[config.mk]
export PLATFORM = sky130hd
export DESIGN_NAME = dshot_tx
export DESIGN_NICKNAME = d
export VERILOG_FILES = /design/src/rtl/dshot_tx.sv
export SDC_FILE = /design/constraint.sdc
export NUM_CORES = 1
export LEC_CHECK = 0
export ABC_CLOCK_PERIOD_IN_PS = 4400
export BUFFER_PORTS_ARGS = -buffer_cell sky130_fd_sc_hd__buf_2
export CELL_PAD_IN_SITES_DETAIL_PLACEMENT = 1
export CELL_PAD_IN_SITES_GLOBAL_PLACEMENT = 1
export CORE_MARGIN = 3
export CORE_UTILIZATION = 40
export DETAILED_ROUTE_END_ITERATION = 10
export GPL_ROUTABILITY_DRIVEN = 1
export PLACE_DENSITY_LB_ADDON = 0.2
export SLEW_MARGIN = 25
export SYNTH_ARGS = -nofsm -noshare
export SYNTH_HDL_FRONTEND = slang
export SYNTH_SLANG_ARGS = --single-unit
[constraint.sdc]
create_clock -name clk -period 4.4 [get_ports clk]
set_input_delay 0.66 -clock clk [delete_from_list [all_inputs] [get_ports clk]]
set_output_delay 0.66 -clock clk [all_outputs]
set_load 0.01 [all_outputs]
[src/rtl/dshot_tx.sv]
// dshot_tx: DShot150 frame transmitter.
// Builds {throttle, telem_req, crc4}, sends it MSB-first as pulse-width coded
// bits and then holds the line low for the inter-frame gap.
// Optional build macro: DSHOT_TX_REPEAT_EN (continuous streaming; the last
// word is retransmitted until a new request is accepted on the final gap cycle).
//
// Handshake: a request is taken on any clk edge where tx_valid && tx_ready.
// tx_valid may be raised at any time and does not have to wait for tx_ready.
// throttle/telem_req are only sampled on that accept edge. tx_ready is never
// high while a frame is in flight, except on the final gap cycle in streaming
// builds.
module dshot_tx #(
    parameter int CLKS_PER_BIT = 107,
    parameter int CLKS_T1H     = 80,
    parameter int CLKS_T0H     = 40,
    parameter int GAP_CLKS     = 214
) (
    input  logic        clk,
    input  logic        rst_n,
    input  logic [10:0] throttle,
    input  logic        telem_req,
    input  logic        tx_valid,
    output logic        tx_ready,
    output logic        dshot_out,
    output logic        busy,
    output logic        frame_done,
    output logic [15:0] tx_word
);

    localparam int CNT_MAX = (CLKS_PER_BIT > GAP_CLKS) ? CLKS_PER_BIT : GAP_CLKS;
    localparam int CW      = $clog2(CNT_MAX);

    localparam logic [CW-1:0] BIT_LAST = CW'(CLKS_PER_BIT - 1);
    localparam logic [CW-1:0] GAP_LAST = CW'(GAP_CLKS - 1);
    localparam logic [CW-1:0] T1H_C    = CW'(CLKS_T1H);
    localparam logic [CW-1:0] T0H_C    = CW'(CLKS_T0H);

    // Timing parameters must give a distinguishable 0/1 pulse inside one bit.
    if (!(CLKS_T0H > 0 && CLKS_T0H < CLKS_T1H && CLKS_T1H < CLKS_PER_BIT)) begin : g_bad_timing
        $error("dshot_tx: need 0 < CLKS_T0H < CLKS_T1H < CLKS_PER_BIT");
    end

    typedef enum logic [1:0] {
        IDLE = 2'd0,
        BIT  = 2'd1,
        GAP  = 2'd2
    } state_t;

    // FSM state is kept as a plain named signal so checkers can bind to it.
    state_t        state, state_n;
    logic [CW-1:0] cnt, cnt_n;
    logic [3:0]    bit_idx, bit_idx_n;
    logic [15:0]   word_n;
    logic          accept;
    logic [11:0]   data12;
    logic [15:0]   frame_word;

    logic          dshot_n, ready_n, busy_n, done_n;

    // Frame word: 12 data bits followed by the nibble-XOR checksum.
    always_comb begin
        data12     = {throttle, telem_req};
        frame_word = {data12, data12[11:8] ^ data12[7:4] ^ data12[3:0]};
    end

    // Next-state, counters and the next value of every registered output.
    always_comb begin
        state_n   = state;
        cnt_n     = cnt;
        bit_idx_n = bit_idx;
        word_n    = tx_word;
        accept    = tx_valid && tx_ready;

        case (state)
            IDLE: begin
                if (accept) begin
                    word_n    = frame_word;
                    bit_idx_n = 4'd15;
                    cnt_n     = '0;
                    state_n   = BIT;
                end
            end
            BIT: begin
                if (cnt == BIT_LAST) begin
                    cnt_n = '0;
                    if (bit_idx == 4'd0) begin
                        state_n = GAP;
                    end else begin
                        bit_idx_n = bit_idx - 4'd1;
                    end
                end else begin
                    cnt_n = cnt + 1'b1;
                end
            end
            GAP: begin
                if (cnt == GAP_LAST) begin
                    cnt_n = '0;
`ifdef DSHOT_TX_REPEAT_EN
                    // Streaming: either a fresh word or a resend of the last one.
                    bit_idx_n = 4'd15;
                    state_n   = BIT;
                    if (accept) begin
                        word_n = frame_word;
                    end
`else
                    state_n = IDLE;
`endif
                end else begin
                    cnt_n = cnt + 1'b1;
                end
            end
            default: begin
                state_n = IDLE;
                cnt_n   = '0;
            end
        endcase

        dshot_n = (state_n == BIT) && (cnt_n < (word_n[bit_idx_n] ? T1H_C : T0H_C));
        busy_n  = (state_n != IDLE);
        done_n  = (state_n == GAP) && (cnt_n == GAP_LAST);
`ifdef DSHOT_TX_REPEAT_EN
        ready_n = (state_n == IDLE) || done_n;
`else
        ready_n = (state_n == IDLE);
`endif
    end

    // State, counters and all outputs register together; reset drops a partial frame.
    always_ff @(posedge clk) begin
        if (!rst_n) begin
            state      <= IDLE;
            cnt        <= '0;
            bit_idx    <= 4'd15;
            tx_word    <= 16'h0000;
            dshot_out  <= 1'b0;
            busy       <= 1'b0;
            frame_done <= 1'b0;
            tx_ready   <= 1'b0;
        end else begin
            state      <= state_n;
            cnt        <= cnt_n;
            bit_idx    <= bit_idx_n;
            tx_word    <= word_n;
            dshot_out  <= dshot_n;
            busy       <= busy_n;
            frame_done <= done_n;
            tx_ready   <= ready_n;
        end
    end

endmodule

==> flow_summary_export.csv, run 1 <==
group,metric,value,unit
outcome,status,"finished clean",
sta,fin_worst_skew,0.00449,ns
grt,track_usage,20.4,%
grt,grt_max_degree,30,
power_and_ir_drop,total_power,0.000907,W
sta,fin_tns_setup,0,ns
logic_synthesis,synthArstFlopShare,0,%
clock_network,cts_max_level,2,
setup_path,cp_max_fo,16,
sta,hold_viol,0,
power_and_ir_drop,ir_drop,0.207,mV
power_and_ir_drop,leakage,0.987,nW
logic_synthesis,synth_nets,281,
clock_network,cts.clk_slew.worst_paths,0.07,ns
sta,rsz0062_at_grt,"false",
clock_network,cts-root-buf,"clkbuf_8",
logic_synthesis,synth-edff-count,0,
logic_synthesis,synth_top_area_cell,"dfxtp_1",
logic_synthesis,synthXorXnorAreaFrac,4.52,%
setup_path,regToRegSetupSlack,0.39,ns
route,vias,1989,
route,drtPass1Iterations,4,
logic_synthesis,yosys.area_share.adder,4.11,%
logic_synthesis,ys.flop_type,"dfxtp_1",
die,die_area,6240,um2
sta,post-route-min-period,4.01,ns
logic_synthesis,ys_seq_area_share,31.9,%
clock_network,clock-sinks,34,
placed_design,portBuffers,34,
sta,slew_headroom,47.4,%
worst_hold_path,min_path_cells,2,
route,finalWirelength,5750,um
route,drtAntennaViolNets,0,
placed_design,post-place-cells,353,
setup_path,reg2regPathDepth,15,
flow_run,max_cap_violations,0,
logic_synthesis,synth.area.mux_share,3.17,%
die,core_area,4940,um2
route,dr.first_iter.drc_count,85,
worst_hold_path,whs_endpoint,"tx_word[15]",
logic_synthesis,synth_area,2130,um2
setup_path,r2r-start,"bit_idx[1]",
clock_network,numCtsBuffers,5,
logic_synthesis,synth_compound_area_share,23.3,%
clock_network,cts-resized-gates,0,
setup_path,criticalPathCategory,"reg -> reg",
power_and_ir_drop,powerDensity,373,nW/um2
layout,area_delta_synth_final,14.0,%
setup_path,end_kind,"flop",
sta,finalSetupViolations,0,
clock_network,cts_tree,"built",
sta,holdWs,0.487,ns
die,fp-row-count,25,
route,viasPerCell,5.53,
logic_synthesis,synth_seq_cells,34,
setup_path,cp-start-kind,"flop",
layout,drive_above_1_share,23.5,%
grt,grt-ovfl-total,0,
logic_synthesis,synth_cell_types,64,
layout,diodes,0,
setup_path,worstPathRequired,4.63,ns
sta,drv_slew,0,
route,drc,0,
clock_network,clk_latency,0.29,ns
clock_network,cts_buffer_depth,2,
layout,fin_nets,315,
logic_synthesis,synth_top_area_share,31.9,%
die,io_pins,35,
logic_synthesis,synth_top_family_by_area,"simple AND/OR/NAND/NOR gates",
worst_hold_path,hold_class,"reg -> reg",
sta,timing.fmax,249,MHz
logic_synthesis,yosysMostFrequentCell,"nand2_1",
logic_synthesis,synth_cells,259,
logic_synthesis,avgSynthCellArea,8.23,um2
logic_synthesis,synth.area.top_cells,"dfxtp_1 32%, nand2_1 7.8%, a21boi_0 6.3%",
die,start_util,43.1,%
logic_synthesis,yosysWarnings,0,
clock_network,postCtsSetupRepairBufs,0,
placed_design,gp_congestion,0.786,
logic_synthesis,synth_commonest_cells,"44 x nand2_1, 34 x dfxtp_1, 21 x nor2_1",
clock_network,hold_buffers,0,
grt,grt_pass1_vias,2067,
setup_path,worstReg2RegEnd,"dshot_out",
grt,antenna_found_initial,0,
sta,fin_crit_sh,91.1,%
worst_hold_path,hp-start,"tx_word[15]",
die,die_h,79.0,um
grt,grt_pass1_wl,10000,um
placed_design,hpwl,4200,um
route,wire_per_inst,16.0,um
sta,tightest_slew,0.788,ns
logic_synthesis,yosys.area_share.simple,27.5,%
setup_path,cp_data_arrival_time,4.23,ns
die,die_x,79.0,um
layout,final_cells,360,
[cell families after synthesis]
kind of cell / Yosys count
AOI/OAI and AO/OA: 66
xor gates and xnor gates: 11
adders and majority gates: 7
buffers and inverters: 21
DFF: 34
muxes: 6
and+or+nand+nor: 114
[routing by layer]
layer | vias to the layer above | track usage [%] | wire length (um)
met3 | 6 | 3.63 | 269
met2 | 44 | 33.3 | 2580
met1 | 954 | 27.3 | 2830
met5 | - | 0 | 0
met4 | 0 | 6.19 | 73
li1 | 985 | - | -
[stage by stage]
step	area [um2]	setup slack (ns)	util (%)
after global routing	2430	0.188	49.2
final	2430	0.392	49.2
after CTS	2430	0.404	49.2
after detailed placement	2350	0.471	47.5
after floorplan	2130	0.876	-
after global placement	2350	0.580	47.5
[flip-flops by register name (all words and copies together) (netlist names)]
signal      count
tx_word        16
cnt             8
bit_idx         4
state           2
busy            1
dshot_out       1
frame_done      1
tx_ready        1
[cells in the final DEF (no fill, tap or decap), types with 6 or more instances in the layout]
cell,n
nor2b_1,8
buf_4,6
a21boi_0,18
ha_1,7
nand3_1,8
inv_1,6
o21ai_0,11
buf_2,34
nor2_1,21
a21oi_1,7
xnor2_1,10
nand2_1,44
dfxtp_1,34
[critical path, cell delays in order (launching register included)]
cell and delay [ns]:
dfxtp_1 0.34, inv_1 0.08, ha_1 0.20, nor3b_1 0.67
nor4_4 0.04, buf_4 0.23, o31ai_2 0.52, a2111oi_1 0.15
or4_4 0.53, o311ai_4 0.12, inv_2 0.07, ha_1 0.30
a21oi_1 0.13, nand3_1 0.11, or3_1 0.34, o21ai_2 0.11
[layout make-up]
class                   count  area, um2
repair buffers             40        215
well taps                  67       83.8
inverters                   8       30.0
clock inverters             1       7.51
multi-input cells         204       1340
clock buffers               6       72.6
fillers                   635       2510
flip-flops and latches     34        681
[where the power goes]
part	internal [W]	switching [W]	total [W]	leakage [nW]
combinational	0.000126	0.000181	0.000307	0.672
sequential	0.000345	0.0000356	0.000380	0.277
clock	0.000108	0.000111	0.000220	0.0373
total	0.000579	0.000328	0.000907	0.987
[how the worst max path moves through the flow]
stage / start / end / slack, ns / cells past startpoint
3_3_place_gp: bit_idx[1] / dshot_out / 0.58 / 15
5_1_grt: bit_idx[1] / dshot_out / 0.19 / 15
3_5_place_dp: bit_idx[1] / dshot_out / 0.47 / 15
4_1_cts: bit_idx[1] / dshot_out / 0.40 / 15
2_1_floorplan: bit_idx[0] / dshot_out / 0.88 / 16
6_report: bit_idx[1] / dshot_out / 0.39 / 15
No activity file was read; power rests on OpenSTA's default activity.
==> inputs of run 2 (changes only) <==
- CORE_ASPECT_RATIO: not set -> 1.2
==> run 2 against run 1 <==
Sequential power barely moved. Largest cell class unchanged. Power rose by 0.31%. Clock skew rose by 0.0035 ns. Core utilization fell by 1.4 points. First-iteration DRC count rose by 27%. Cell area fell by 0.88%. Sequential share of layout area rose by 0.25 points. Cell count fell by 2.8%. Global-route usage fell by 0.51 points.
==> flow_summary_export.csv, run 2 (synthesis results as in run 1) <==
group,metric,value,unit
setup_path,reg2regPathDepth,15,
layout,post-route-util,47.7,%
power_and_ir_drop,powerDensity,378,nW/um2
clock_network,cts.clk_slew.worst_paths,0.06,ns
layout,final_cells,350,
sta,finalSetupViolations,0,
setup_path,regToRegSetupSlack,0.32,ns
route,vias,1960,
sta,rsz0062_at_grt,"false",
layout,regMostFlops,"tx_word",
die,fp-row-count,28,
clock_network,cts_tree,"built",
setup_path,worstPathRequired,4.61,ns
power_and_ir_drop,leakage,0.983,nW
die,start_util,42.2,%
die,core_area,5040,um2
grt,grt_pass1_vias,2128,
grt,grt_max_degree,30,
setup_path,cp_data_arrival_time,4.30,ns
power_and_ir_drop,ir_drop,0.185,mV
setup_path,worstReg2RegEnd,"dshot_out",
grt,antenna_found_initial,0,
clock_network,cts-resized-gates,0,
setup_path,end_kind,"flop",
layout,fin_nets,313,
clock_network,hold_buffers,0,
worst_hold_path,min_path_cells,2,
grt,grt-ovfl-total,0,
layout,diodes,0,
layout,multi_input_area,1340,um2
layout,stdcell_area,2410,um2
setup_path,cp_max_fo,16,
sta,fin_tns_setup,0,ns
placed_design,hpwl,4290,um
route,finalWirelength,5750,um
placed_design,portBuffers,34,
clock_network,numCtsBuffers,5,
route,viasPerCell,5.60,
layout,fillers,632,
grt,grt_pass1_wl,9950,um
clock_network,cts_max_level,2,
worst_hold_path,hp-start,"tx_word[14]",
sta,tightest_slew,0.689,ns
layout,area_delta_synth_final,13.0,%
sta,fin_crit_sh,92.8,%
clock_network,cts_buffer_depth,2,
setup_path,r2r-start,"bit_idx[0]",
clock_network,postCtsSetupRepairBufs,0,
grt,track_usage,19.9,%
route,drtAntennaViolNets,0,
sta,fin_worst_skew,0.00796,ns
sta,drv_slew,0,
route,dr.first_iter.drc_count,108,
die,die_x,72.6,um
placed_design,post-place-cells,344,
worst_hold_path,hold_class,"reg -> reg",
outcome,status,"finished clean",
layout,seqCellArea,681,um2
layout,largest_register_ffs,16,
power_and_ir_drop,total_power,0.000910,W
placed_design,gp_congestion,0.807,
layout,drive_above_1_share,23.1,%
layout,top_regs,"tx_word (16), cnt (8), bit_idx (4)",
worst_hold_path,whs_endpoint,"tx_word[14]",
layout,layout_common_cells,"44 x nand2_1, 34 x dfxtp_1, 34 x buf_2, 21 x nor2_1, 18 x a21boi_0",
route,drc,0,
sta,hold_viol,0,
layout,layout_commonest_cell,"nand2_1",
die,die_area,6240,um2
flow_run,max_cap_violations,0,
setup_path,criticalPathCategory,"reg -> reg",
setup_path,cp-start-kind,"flop",
die,io_pins,35,
clock_network,clk_latency,0.28,ns
clock_network,clock-sinks,34,
route,drtPass1Iterations,4,
placed_design,placed_area,2330,um2
sta,post-route-min-period,4.08,ns
sta,timing.fmax,245,MHz
die,die_h,86.0,um
clock_network,cts-root-buf,"clkbuf_8",
sta,slew_headroom,54.0,%
route,wire_per_inst,16.4,um
[run 2: changes by cell type in the layout (fill, tap and decap cells not counted), sizes merged]
cell	previous run	this run
buf	40	38
clkinvlp	1	0
[run 2: metal layers]
layer	routed length [um]	part of all wire (%)	global-route usage (%)	vias up
met3	135	2.3	3.63	8
met4	76	1.3	6.21	0
met2	3070	53	36.0	29
li1	-	-	-	979
met1	2480	43	23.3	944
met5	0	0	0	-
[run 2: power by group]
group / switching, W / leakage [nW] / internal, W
Clock: 0.000106 / 0.0431 / 0.000121
Combinational: 0.000182 / 0.663 / 0.000122
Sequential: 0.0000348 / 0.277 / 0.000345
[run 2: worst max-delay path by stage]
stage	startpoint	end	cells past startpoint
5_1_grt	bit_idx[0]	dshot_out	15
3_3_place_gp	bit_idx[0]	dshot_out	15
3_5_place_dp	bit_idx[0]	dshot_out	15
2_1_floorplan	bit_idx[0]	dshot_out	16
4_1_cts	bit_idx[0]	dshot_out	15
6_report	bit_idx[0]	dshot_out	15
[run 2: final cells by class]
type / instances / area share [%]
clock buffer: 6 / 3.43
inverter: 8 / 1.25
multi-input combinational: 204 / 55.6
sequential: 34 / 28.3
tap: 60 / 3.12
timing repair buffer: 38 / 8.31
[run 2: metrics by stage]
step | hold WS (ns) | setup slack (ns)
global route | 0.530 | 0.0445
detailed placement | 0.493 | 0.410
floorplan | 0.493 | 0.876
CTS | 0.505 | 0.318
finish | 0.499 | 0.318
global placement | 0.469 | 0.558
[run 2: worst max-delay path, stage by stage, from the launching register on]
cell       delay [ns]
dfxtp_1          0.47
clkinv_1         0.13
ha_1             0.21
nor3b_1          0.60
nor4_4           0.05
buf_4            0.23
o31ai_2          0.52
a2111oi_1        0.11
or4_4            0.52
o311ai_4         0.12
inv_2            0.07
ha_1             0.29
a21oi_1          0.14
nand3_1          0.10
or3_1            0.34
o21ai_2          0.12
==> inputs of run 3 (changes only) <==
- CELL_PAD_IN_SITES_GLOBAL_PLACEMENT: 1 -> 2
- CORE_UTILIZATION: 40 -> 33
==> run 3 against run 2 <==
Die area grew 20%. Sequential power is essentially flat. Fmax grew 2.4%. Core utilization shrank 7.6 points. Combinational power grew 1%. Largest power group unchanged. Register-to-register slack gained 0.095 ns. Hold slack lost 0.017 ns. Critical endpoint unchanged. Critical path depth is the same.
==> flow_summary_export.csv, run 3 (synthesis results as in run 1) <==
group,metric,value,unit
worst_hold_path,hold_class,"reg -> reg",
setup_path,cp_data_arrival_time,4.21,ns
grt,track_usage,16.7,%
grt,grt_pass1_wl,9880,um
clock_network,clk_latency,0.28,ns
setup_path,criticalPathCategory,"reg -> reg",
setup_path,regToRegSetupSlack,0.41,ns
sta,timing.final.ws_setup,0.414,ns
route,viasPerCell,5.25,
worst_hold_path,min_path_cells,2,
sta,fin_worst_skew,0.00870,ns
grt,grt_pass1_vias,1999,
die,io_pins,35,
clock_network,cts.clk_slew.worst_paths,0.07,ns
clock_network,numCtsBuffers,5,
power_and_ir_drop,powerDensity,373,nW/um2
worst_hold_path,hp-start,"tx_word[1]",
sta,tightest_slew,0.768,ns
setup_path,r2r-start,"bit_idx[1]",
clock_network,postCtsSetupRepairBufs,0,
layout,fin_nets,316,
setup_path,path_cells,"inv_1 -> ha_1 -> nor3b_1 -> nor4_4 -> buf_4 -> o31ai_2 -> a2111oi_1 -> or4_4 -> o311ai_4 -> inv_2 -> ha_1 -> a21oi_1 -> nand3_1 -> or3_1 -> o21ai_2",
die,start_util,34.8,%
die,die_x,79.4,um
sta,fin_tns_setup,0,ns
grt,grt_max_degree,30,
die,fp-row-count,31,
power_and_ir_drop,leakage,0.997,nW
setup_path,cp-start-kind,"flop",
route,wire_per_inst,15.4,um
power_and_ir_drop,ir_drop,0.144,mV
sta,rsz0062_at_grt,"false",
sta,drv_slew,0,
layout,fillers,779,
flow_run,max_cap_violations,0,
sta,hold_viol,0,
sta,fin_crit_sh,90.6,%
layout,diodes,0,
clock_network,cts-root-buf,"clkbuf_8",
route,drc,0,
die,die_h,94.0,um
route,drtAntennaViolNets,0,
sta,finalSetupViolations,0,
clock_network,cts_buffer_depth,2,
clock_network,cts-resized-gates,0,
die,core_area,6130,um2
placed_design,hpwl,4340,um
clock_network,clock-sinks,34,
power_and_ir_drop,total_power,0.000918,W
layout,drive_above_1_share,23.9,%
setup_path,end_kind,"flop",
layout,area_delta_synth_final,15.4,%
placed_design,gp_congestion,0.767,
setup_path,reg2regPathDepth,15,
route,dr.first_iter.drc_count,60,
grt,grt-ovfl-total,0,
layout,layout_common_cells,"44 x nand2_1, 34 x dfxtp_1, 34 x buf_2, 21 x nor2_1, 18 x a21boi_0",
setup_path,crit_path_top_delay_cell,"nor3b_1",
route,finalWirelength,5770,um
setup_path,cp_max_fo,16,
setup_path,crit_family,"simple AND/OR/NAND/NOR gates",
placed_design,dp_slack,0.493,ns
sta,timing.fmax,251,MHz
layout,layout_commonest_cell,"nand2_1",
setup_path,worstReg2RegEnd,"dshot_out",
setup_path,path_buf_inv,3,
die,die_area,7460,um2
route,vias,1969,
worst_hold_path,whs_endpoint,"tx_word[1]",
layout,regMostFlops,"tx_word",
layout,top_regs,"tx_word (16), cnt (8), bit_idx (4)",
grt,antenna_found_initial,0,
setup_path,slowest_delay,0.66,ns
layout,largest_register_ffs,16,
sta,post-route-min-period,3.99,ns
setup_path,worstPathRequired,4.62,ns
clock_network,hold_buffers,0,
clock_network,cts_max_level,2,
outcome,status,"finished clean",
setup_path,crit_top_cell,"ha_1",
route,drtPass1Iterations,4,
clock_network,cts_tree,"built",
sta,slew_headroom,48.7,%
placed_design,portBuffers,34,
[run 3: cell count changes in the layout (fill, tap and decap cells not counted), sizes merged]
cell / delta
buf: +3
[run 3: metrics by stage]
| step | area, um2 | hold slack, ns | cells | util, % |
|---|---|---|---|---|
| 2_1_floorplan | 2130 | 0.493 | 259 | - |
| 3_3_place_gp | 2380 | 0.473 | 369 | 38.8 |
| 3_5_place_dp | 2380 | 0.472 | 369 | 38.8 |
| 4_1_cts | 2460 | 0.483 | 375 | 40.1 |
| 5_1_grt | 2460 | 0.502 | 375 | 40.1 |
| 6_report | 2460 | 0.482 | 375 | 40.1 |
[run 3: cell type report]
class | count | area [um2] | share of cell area [%]
clock buffers | 6 | 82.6 | 3.36
inverters | 8 | 30.0 | 1.22
multi-input cells | 204 | 1340 | 54.5
flip-flops and latches | 34 | 681 | 27.7
well taps | 82 | 103 | 4.17
repair buffers | 41 | 223 | 9.06
[run 3: worst max path at each step]
| stage | to | startpoint | cells past startpoint | slack [ns] |
|---|---|---|---|---|
| after floorplan | dshot_out | bit_idx[0] | 16 | 0.88 |
| after global routing | dshot_out | bit_idx[1] | 15 | 0.16 |
| after CTS | dshot_out | bit_idx[1] | 15 | 0.44 |
| after detailed placement | dshot_out | bit_idx[1] | 15 | 0.49 |
| final | dshot_out | bit_idx[1] | 15 | 0.41 |
| after global placement | dshot_out | bit_idx[1] | 15 | 0.55 |
[run 3: power breakdown]
part           internal (W)  switching (W)
clock network      0.000121       0.000112
logic              0.000128       0.000179
registers          0.000345      0.0000336
total              0.000593       0.000325
[run 3: routing by layer]
metal	GRT usage [%]	wire, um
met1	20.8	2650
met2	29.2	2890
met3	2.98	149
met4	4.73	73
met5	0	0
[run 3: worst register-to-register path, cell delays in order, from the launching register on]
cell	delay [ns]
dfxtp_1	0.35
inv_1	0.09
ha_1	0.21
nor3b_1	0.66
nor4_4	0.04
buf_4	0.23
o31ai_2	0.50
a2111oi_1	0.15
or4_4	0.52
o311ai_4	0.13
inv_2	0.07
ha_1	0.29
a21oi_1	0.14
nand3_1	0.10
or3_1	0.34
o21ai_2	0.11
